$ cat src/rtl/game_speed_ticker.sv
// game_speed_ticker: turns a requested difficulty level into a periodic
// one-cycle Tick, reports the level in force and optionally ramps it up.
//
// state   | meaning
// S_RUN   | period counter advancing, boundaries produce ticks
// S_PAUSE | counter, ramp counter and GameSpeed frozen
module game_speed_ticker #(
    parameter int NUM_LEVELS  = 4,
    parameter int LVL_W       = 2,
    parameter int CNT_W       = 26,
    parameter int BASE_PERIOD = 50_000_000,
    parameter int STEP_SHIFT  = 1,
    parameter int MIN_PERIOD  = 1000,
    parameter int RAMP_TICKS  = 16
) (
    input  logic             Clock,
    input  logic             Reset,
    input  logic [LVL_W-1:0] Level,
    input  logic             AutoMode,
    input  logic             Pause,
    output logic             Tick,
    output logic [LVL_W-1:0] GameSpeed,
    output logic             LevelChanged
);

    localparam int RAMP_W = $clog2(RAMP_TICKS + 1);
    localparam logic [RAMP_W-1:0] RAMP_MAX = RAMP_W'(RAMP_TICKS - 1);
    localparam logic [LVL_W-1:0]  LVL_MAX  = LVL_W'(NUM_LEVELS - 1);
    localparam logic [CNT_W-1:0]  BASE_C   = CNT_W'(BASE_PERIOD);
    localparam logic [CNT_W-1:0]  MIN_C    = CNT_W'(MIN_PERIOD);

    typedef enum logic {
        S_RUN   = 1'b0,
        S_PAUSE = 1'b1
    } state_t;

    state_t             state_q, state_d;
    logic [CNT_W-1:0]   cnt_q, cnt_d;
    logic [RAMP_W-1:0]  ramp_q, ramp_d;
    logic [LVL_W-1:0]   speed_q, speed_d;
    logic               tick_q, tick_d;
    logic               changed_q, changed_d;

    logic [LVL_W-1:0]   lvl_req;
    logic [LVL_W-1:0]   lvl_next;
    logic [LVL_W-1:0]   speed_inc;
    logic [CNT_W-1:0]   period_m1;
    logic               boundary;

    function automatic logic [LVL_W-1:0] clamp_lvl(input logic [LVL_W-1:0] lvl);
        if (int'(lvl) > NUM_LEVELS - 1) begin
            return LVL_MAX;
        end
        return lvl;
    endfunction

    // Shift is done at full counter width, then floored at MIN_PERIOD.
    function automatic logic [CNT_W-1:0] period_of(input logic [LVL_W-1:0] lvl);
        logic [CNT_W-1:0] shifted;
        shifted = BASE_C >> (int'(lvl) * STEP_SHIFT);
        return (shifted < MIN_C) ? MIN_C : shifted;
    endfunction

    // Boundary detection and next-level selection.
    always_comb begin
        lvl_req   = clamp_lvl(Level);
        period_m1 = period_of(speed_q) - CNT_W'(1);
        boundary  = (cnt_q == period_m1);
        speed_inc = (speed_q == LVL_MAX) ? LVL_MAX : speed_q + LVL_W'(1);
        lvl_next  = speed_q;
        if (!AutoMode) begin
            lvl_next = lvl_req;
        end else if (lvl_req > speed_q) begin
            lvl_next = lvl_req;
        end else if (ramp_q == RAMP_MAX) begin
            lvl_next = speed_inc;
        end
    end

    // Pause FSM plus counter, ramp and output updates. The release cycle itself
    // advances the counter, so a pause stretches the interval by exactly its length.
    always_comb begin
        state_d   = state_q;
        cnt_d     = cnt_q;
        ramp_d    = ramp_q;
        speed_d   = speed_q;
        tick_d    = 1'b0;
        changed_d = 1'b0;

        case (state_q)
            S_RUN:   if (Pause)  state_d = S_PAUSE;
            S_PAUSE: if (!Pause) state_d = S_RUN;
            default: state_d = S_RUN;
        endcase

        if (state_d == S_RUN) begin
            if (boundary) begin
                cnt_d   = '0;
                tick_d  = 1'b1;
                speed_d = lvl_next;
                if (lvl_next != speed_q) begin
                    changed_d = 1'b1;
                    ramp_d    = '0;
                end else if (ramp_q != RAMP_MAX) begin
                    ramp_d = ramp_q + RAMP_W'(1);
                end
            end else begin
                cnt_d = cnt_q + CNT_W'(1);
            end
        end
    end

    // State register with synchronous reset.
    always_ff @(posedge Clock) begin
        if (Reset) begin
            state_q   <= S_RUN;
            cnt_q     <= '0;
            ramp_q    <= '0;
            speed_q   <= '0;
            tick_q    <= 1'b0;
            changed_q <= 1'b0;
        end else begin
            state_q   <= state_d;
            cnt_q     <= cnt_d;
            ramp_q    <= ramp_d;
            speed_q   <= speed_d;
            tick_q    <= tick_d;
            changed_q <= changed_d;
        end
    end

    assign Tick         = tick_q;
    assign GameSpeed    = speed_q;
    assign LevelChanged = changed_q;

endmodule

$ cat config.mk
export PLATFORM = sky130hd
export DESIGN_NAME = game_speed_ticker
export DESIGN_NICKNAME = d
export VERILOG_FILES = /design/src/rtl/game_speed_ticker.sv
export SDC_FILE = /design/constraint.sdc
export NUM_CORES = 1
export LEC_CHECK = 0
export CAP_MARGIN = 40
export CORE_ASPECT_RATIO = 1.5
export CORE_MARGIN = 10
export CORE_UTILIZATION = 30
export DETAILED_ROUTE_END_ITERATION = 8
export GPL_TIMING_DRIVEN = 0
export PLACE_DENSITY = 0.57
export SLEW_MARGIN = 20
export SYNTH_ARGS = -nofsm -noshare
export SYNTH_HDL_FRONTEND = slang
export SYNTH_SLANG_ARGS = --single-unit
$ cat constraint.sdc
create_clock -name Clock -period 2.4 [get_ports Clock]
set_input_delay 0.24 -clock Clock [delete_from_list [all_inputs] [get_ports Clock]]
set_output_delay 0.24 -clock Clock [all_outputs]
set_load 0.02 [all_outputs]
==> run_results.csv, run 1 <==
group,metric,value,unit
die,initial_utilization,0.3087,
clock_network,clkSlewWorstSetupHoldPaths,70,ps
route,vias,1966,
synth,synth_area,2130,um^2
global_route,grt-busiest-layer,"met2",
synth,synth.ff_latch_count,35,
synth,synth_top_area_cell,"dfxtp_1",
die,ios,10,
worst_setup_path,start_kind,"flip-flop",
die,fp.dieW,88.79,um
route,vias_per_cell,5.386,
worst_setup_path,cp.required,2570,ps
placement,portBuffers,8,
power,finalPower,0.001310,W
worst_setup_path,critical_path_class,"reg -> reg",
route,drtIter0Drc,100,
worst_hold_path,hp-class,"in -> reg",
cells_and_area,final_common_cell,"nor2_1",
clock_network,cts_tree,"built",
timing,hold_viol,0,
route,drc,0,
power,powerDensity,465.7,nW/um^2
global_route,antenna_found_initial,0,
timing,worst_pin_slew,716.8,ps
timing,drv_slew,0,
worst_hold_path,worstHoldStart,"Reset",
die,die_y,123.2,um
power,cellLeakagePower,1.026,nW
worst_setup_path,crit_fanout,7,
synth,synth_nets,269,
die,rows,37,
synth,synthFlopType,"dfxtp_1",
timing,rsz0062_at_grt,"true",
timing,setup_viol,0,
power,clockPowerShare,0.484,
global_route,met1_usage,0.1066,
global_route,grt_max_degree,12,
clock_network,clock_sinks,35,
power,seqPwrFrac,0.445,
synth,synth-edff-count,0,
worst_setup_path,rr_startpoint,"GameSpeed[1]",
global_route,grt-ovfl-total,0,
cells_and_area,diodes,0,
timing,period_share,0.9547,
cells_and_area,layout_common_cells,"nor2_1 (35), dfxtp_1 (33), xor2_1 (14)",
clock_network,hold_buffers,0,
synth,synthArstFlopShare,0,
synth,syn_inst,257,
timing,tns,0,ps
power,p_sw,0.0002727,W
outcome,status,"complete, no violations",
synth,yosys_warnings,0,
placement,globalplace.congestion,0.8474,
synth,ys_top_cells_by_area,"dfxtp_1 (33%), nor2_1 (6.2%), xor2_1 (5.8%)",
placement,dp_hpwl,3901,um
timing,slew_headroom,0.5221,
global_route,use_met3,0.02107,
worst_setup_path,worstSetupEndpointType,"flip-flop",
worst_setup_path,startpoint,"GameSpeed[1]",
die,dieArea,10940,um^2
cells_and_area,final_util,0.4078,
synth,syn_area_per_cell,8.286,um^2
clock_network,cts_buffer_depth,2,
cells_and_area,area_growth,32.08,%
cells_and_area,drive_gt1_frac,0.2056,
cells_and_area,design_area,2813,um^2
clock_network,root_buffer,"clkbuf_8",
timing,fin_skew,9.749,ps
global_route,grt_pass1_wl,9308,um
timing,fin_crit,2291,ps
global_route,grt_use_total,0.1069,
power,comb_power_share,0.071,
timing,whs,322.2,ps
global_route,grt_util_met2,0.1983,
worst_setup_path,arrival,2460,ps
route,wl_per_cell,15.72,um
clock_network,htree_levels,2,
die,core_area,6898,um^2
power,vdd_drop_max,0.0002446,V
timing,clock.fmax,436.4,MHz
synth,synth_top_area_frac,0.3290,
placement,post_dp_cell_area,2315,um^2
synth,seq_area_frac_synth,0.3290,
cells_and_area,final_nets,298,
route,ant_nets,0,
route,totalWireLength,5739,um
run,cap_violations,0,
synth,yosysUniqueCellTypes,49,
global_route,grt_pass1_vias,1978,
power,p_sw_frac,0.2082,
route,drt_pre_antenna_iters,4,
clock_network,clk_latency,290,ps
clock_network,numCtsBuffers,5,
power,p_int,0.001037,W
## metrics by stage
step,setup WS [ps],cells
5_1_grt,-22.36,365
2_1_floorplan,42.67,257
3_3_place_gp,-505.0,343
4_1_cts,-15.99,359
6_report,108.7,365
3_5_place_dp,-474.2,343
## cell usage after synthesis (10+ instances only)
cell type   n
nor2b_1    14
dfxtp_1    35
inv_1      12
nor3_1     11
nand4_1    12
a21oi_1    11
xor2_1     14
xnor2_1    13
nand3_1    10
nor2_1     35
nand2_1    14
## layout make-up
type / count / area [um^2]
Sequential cell: 35 / 708.2
Inverter: 12 / 48.80
Buffer: 9 / 67.56
Clock buffer: 6 / 72.57
Tap cell: 78 / 97.59
Timing Repair Buffer: 22 / 192.7
Fill cell: 681 / 4085
Multi-Input combinational cell: 201 / 1565
Clock inverter: 2 / 60.06
## power groups by stage
stage	Combinational [W]	Clock [W]	Sequential, W
5_1_grt	0.000101	0.000667	0.000584
4_1_cts	0.0000830	0.000647	0.000584
3_5_place_dp	0.0000611	0	0.000598
2_1_floorplan	0.0000387	0	0.000597
6_report	0.0000928	0.000634	0.000583
3_3_place_gp	0.0000605	0	0.000598
## worst max-delay path: stages, from the launching register on
cell and delay, ps:
dfxtp_4 430, buf_8 130, clkinvlp_4 80, ha_1 290
nor2b_4 160, o21ai_4 80, buf_4 160, o21ba_2 210
o21a_2 250, o311ai_2 290, o31ai_2 100
## final timing paths
check,cells after the start,slack [ps],to
setup / recovery,10,110,ramp_q[0]
hold / removal,2,320,Tick
setup reg to reg,10,110,ramp_q[0]
hold reg to reg,2,490,cnt_q[1]
## flip-flops by register name, indices dropped and copies added, names as in the netlist
register,count
GameSpeed,2
LevelChanged,1
ramp_q,5
cnt_q,26
Tick,1
## kinds of logic (layout without fill, tap and decap cells)
family	count (synthesis)	in the layout	synth area share
adders and majority gates	6	6	0.03525
xor gates and xnor gates	27	27	0.1110
AOI/OAI and AO/OA	41	41	0.1439
DFF	35	35	0.3290
buffers and inverters	22	51	0.05111
and+or+nand+nor	123	124	0.3143
muxes	3	3	0.01528
## per-layer routing
metal | vias up | wire length [um]
li1 | 969 | -
met1 | 946 | 2177
met2 | 29 | 3154
met3 | 22 | 158
met4 | 0 | 249
met5 | - | 0
## what timing repair did
item / 4_1_cts / 5_1_grt
buffers inserted: 7 / 7
setup endpoints to repair: 30 / 32
resized for setup: 23 / 28
pin swaps: 6 / 12
gates cloned: 1 / 0
(Power assumes the default switching activity.)
==> inputs of run 2 (changes only) <==
ABC_AREA = 1   (was unset)
CTS_BUF_LIST = sky130_fd_sc_hd__clkbuf_8   (was unset)
==> run 2 against run 1 <==
Effect of this change: maximum frequency grew 4.6%; design area fell by 3.6%; critical path depth increased by 2; cell count grew 35%; first-iteration DRC count grew 72%; critical endpoint is now cnt_q[11].
==> run_results.csv, run 2 <==
group,metric,value,unit
worst_setup_path,start_kind,"flip-flop",
route,drtIter0Drc,172,
route,vias_per_cell,4.852,
synth,seq_area_frac_synth,0.3008,
route,vias,2392,
synth,syn_inst,374,
placement,post_dp_cell_area,2547,um^2
global_route,grt_pass1_wl,11070,um
power,vdd_drop_max,0.0001905,V
worst_setup_path,crit_fanout,10,
timing,worst_pin_slew,611.1,ps
cells_and_area,drive_gt1_frac,0.07673,
route,wl_per_cell,13.17,um
global_route,grt_use_total,0.1158,
die,dieArea,11760,um^2
timing,drv_slew,0,
worst_hold_path,hp-class,"reg -> reg",
cells_and_area,diodes,0,
route,drc,0,
synth,synth-edff-count,0,
synth,ys_top_cells_by_area,"dfxtp_1 (30%), nand2_1 (15%), nor2_1 (9.5%)",
worst_setup_path,path_buf_inv,2,
synth,synth_top_area_frac,0.3008,
clock_network,root_buffer,"clkbuf_8",
placement,dp_slack,-90.87,ps
synth,synthTopCellsByCount,"nand2_1 (96), nor2_1 (59), inv_1 (43), dfxtp_1 (35), nand3_1 (30)",
synth,synth_most_common_cell,"nand2_1",
clock_network,htree_levels,2,
die,die_y,127.9,um
worst_setup_path,slowest_stage,"dfxtp_2",
timing,whs,494.3,ps
clock_network,cts_buffer_depth,2,
timing,period_share,0.9124,
global_route,grt_max_degree,13,
worst_setup_path,critPathMaxStageDelay,400,ps
worst_setup_path,critPathTopFamily,"simple AND/OR/NAND/NOR gates",
timing,setup_viol,0,
worst_setup_path,worstSetupEndpointType,"flip-flop",
cells_and_area,largest_reg_flops,26,
cells_and_area,final_common_cell,"nand2_1",
die,initial_utilization,0.3060,
synth,synth_nets,386,
synth,synthFlopType,"dfxtp_1",
global_route,grt-ovfl-total,0,
clock_network,numCtsBuffers,5,
clock_network,hold_buffers,0,
cells_and_area,design_area,2711,um^2
timing,tns,0,ps
die,core_area,7612,um^2
worst_setup_path,path_common_cell,"nand2_1",
clock_network,cts_tree,"built",
route,totalWireLength,6493,um
power,powerDensity,478.4,nW/um^2
timing,clock.fmax,456.7,MHz
global_route,grt_pass1_vias,2368,
timing,slew_headroom,0.5926,
cells_and_area,regArea,703.2,um^2
route,drt_pre_antenna_iters,4,
cells_and_area,fillers,863,
clock_network,clock_sinks,35,
cells_and_area,area_growth,16.38,%
synth,yosys_warnings,0,
cells_and_area,multiInputGateArea,1433,um^2
clock_network,clk_latency,300,ps
power,cellLeakagePower,1.093,nW
timing,worst_slack,210.3,ps
clock_network,clkSlewWorstSetupHoldPaths,80,ps
cells_and_area,final_nets,402,
synth,yosysUniqueCellTypes,30,
timing,hold_viol,0,
timing,fin_skew,8.558,ps
cells_and_area,regMostFlops,"cnt_q",
run,cap_violations,0,
worst_setup_path,cp.required,2600,ps
outcome,status,"complete, no violations",
synth,synth_area,2330,um^2
worst_setup_path,cp_cell_sequence,"nand2_1 -> ha_1 -> inv_1 -> nand2_1 -> nand2_1 -> nor2_1 -> nand3_1 -> nor2_4 -> nand4_4 -> nand2_4 -> buf_6 -> nor2_1",
timing,fin_crit,2190,ps
synth,syn_area_per_cell,6.229,um^2
die,ios,10,
clock_network,cts_setup_buffers,0,
synth,synth_top_area_cell,"dfxtp_1",
global_route,antenna_found_initial,0,
cells_and_area,layout_common_cells,"nand2_1 (96), nor2_1 (59), inv_1 (43), dfxtp_1 (33), nand3_1 (29)",
synth,synthArstFlopShare,0,
placement,portBuffers,9,
placement,dp_hpwl,5058,um
route,ant_nets,0,
die,fp.dieW,91.95,um
timing,rsz0062_at_grt,"true",
placement,globalplace.congestion,0.8999,
die,rows,39,
synth,synth.ff_latch_count,35,
worst_setup_path,arrival,2390,ps
worst_setup_path,critical_path_class,"reg -> reg",
## run 2: path summary, 6_finish.rpt
check / start / endpoint / slack [ps] / cells after the start
min reg2reg: cnt_q[0] / cnt_q[0] / 490 / 2
min: cnt_q[0] / cnt_q[0] / 490 / 2
max: GameSpeed[1] / cnt_q[11] / 210 / 12
max reg2reg: GameSpeed[1] / cnt_q[11] / 210 / 12
## run 2: cell type report
cell class                 instances  area share
inverter                          45     0.06230
timing repair buffer               9     0.03323
buffer                             9     0.01938
tap                              102     0.04707
clock buffer                       5     0.02538
sequential                        35      0.2593
clock inverter                     3     0.02492
multi-input combinational        285      0.5284
## run 2: logic make-up after synthesis
family | count (synthesis) | synth area share
flip-flops | 35 | 0.3008
AND/OR/NAND/NOR | 226 | 0.4296
XOR/XNOR | 15 | 0.05639
buffers and inverters | 54 | 0.09506
adder cells (fa/ha/maj) | 6 | 0.03222
AO/OA/AOI/OAI | 38 | 0.08593
## run 2: per-stage QoR
step | instances | util | total power (W)
after CTS | 493 | 0.3537 | 0.001314
after global routing | 493 | 0.3562 | 0.001341
after global placement | 485 | 0.3346 | 0.0006543
final | 493 | 0.3562 | 0.001297
after detailed placement | 485 | 0.3346 | 0.0006555
after floorplan | 374 | - | 0.0006328
## run 2: worst reg2reg max path: cells and delay by family (launching register included)
kind	cells	cell delay (ps)
flops	1	400
fa+ha+maj	1	340
buf+inv	2	220
simple gates	9	1140
## run 2: timing repair
action,CTS,global route
resized for setup,1,5
endpoints found under the setup margin,10,18
cloned,0,0
## run 2: power by group
| group | leakage (nW) | switching [W] | internal [W] |
|---|---|---|---|
| clock | 0.0644 | 0.000240 | 0.000414 |
| combinational | 0.745 | 0.0000363 | 0.0000208 |
| sequential | 0.283 | 0.00000245 | 0.000583 |
## run 2: layer usage
layer | track usage | wire length [um]
met1 | 0.1107 | 2511
met2 | 0.2163 | 3488
met3 | 0.02462 | 198
met4 | 0.07559 | 294
met5 | 0 | 0
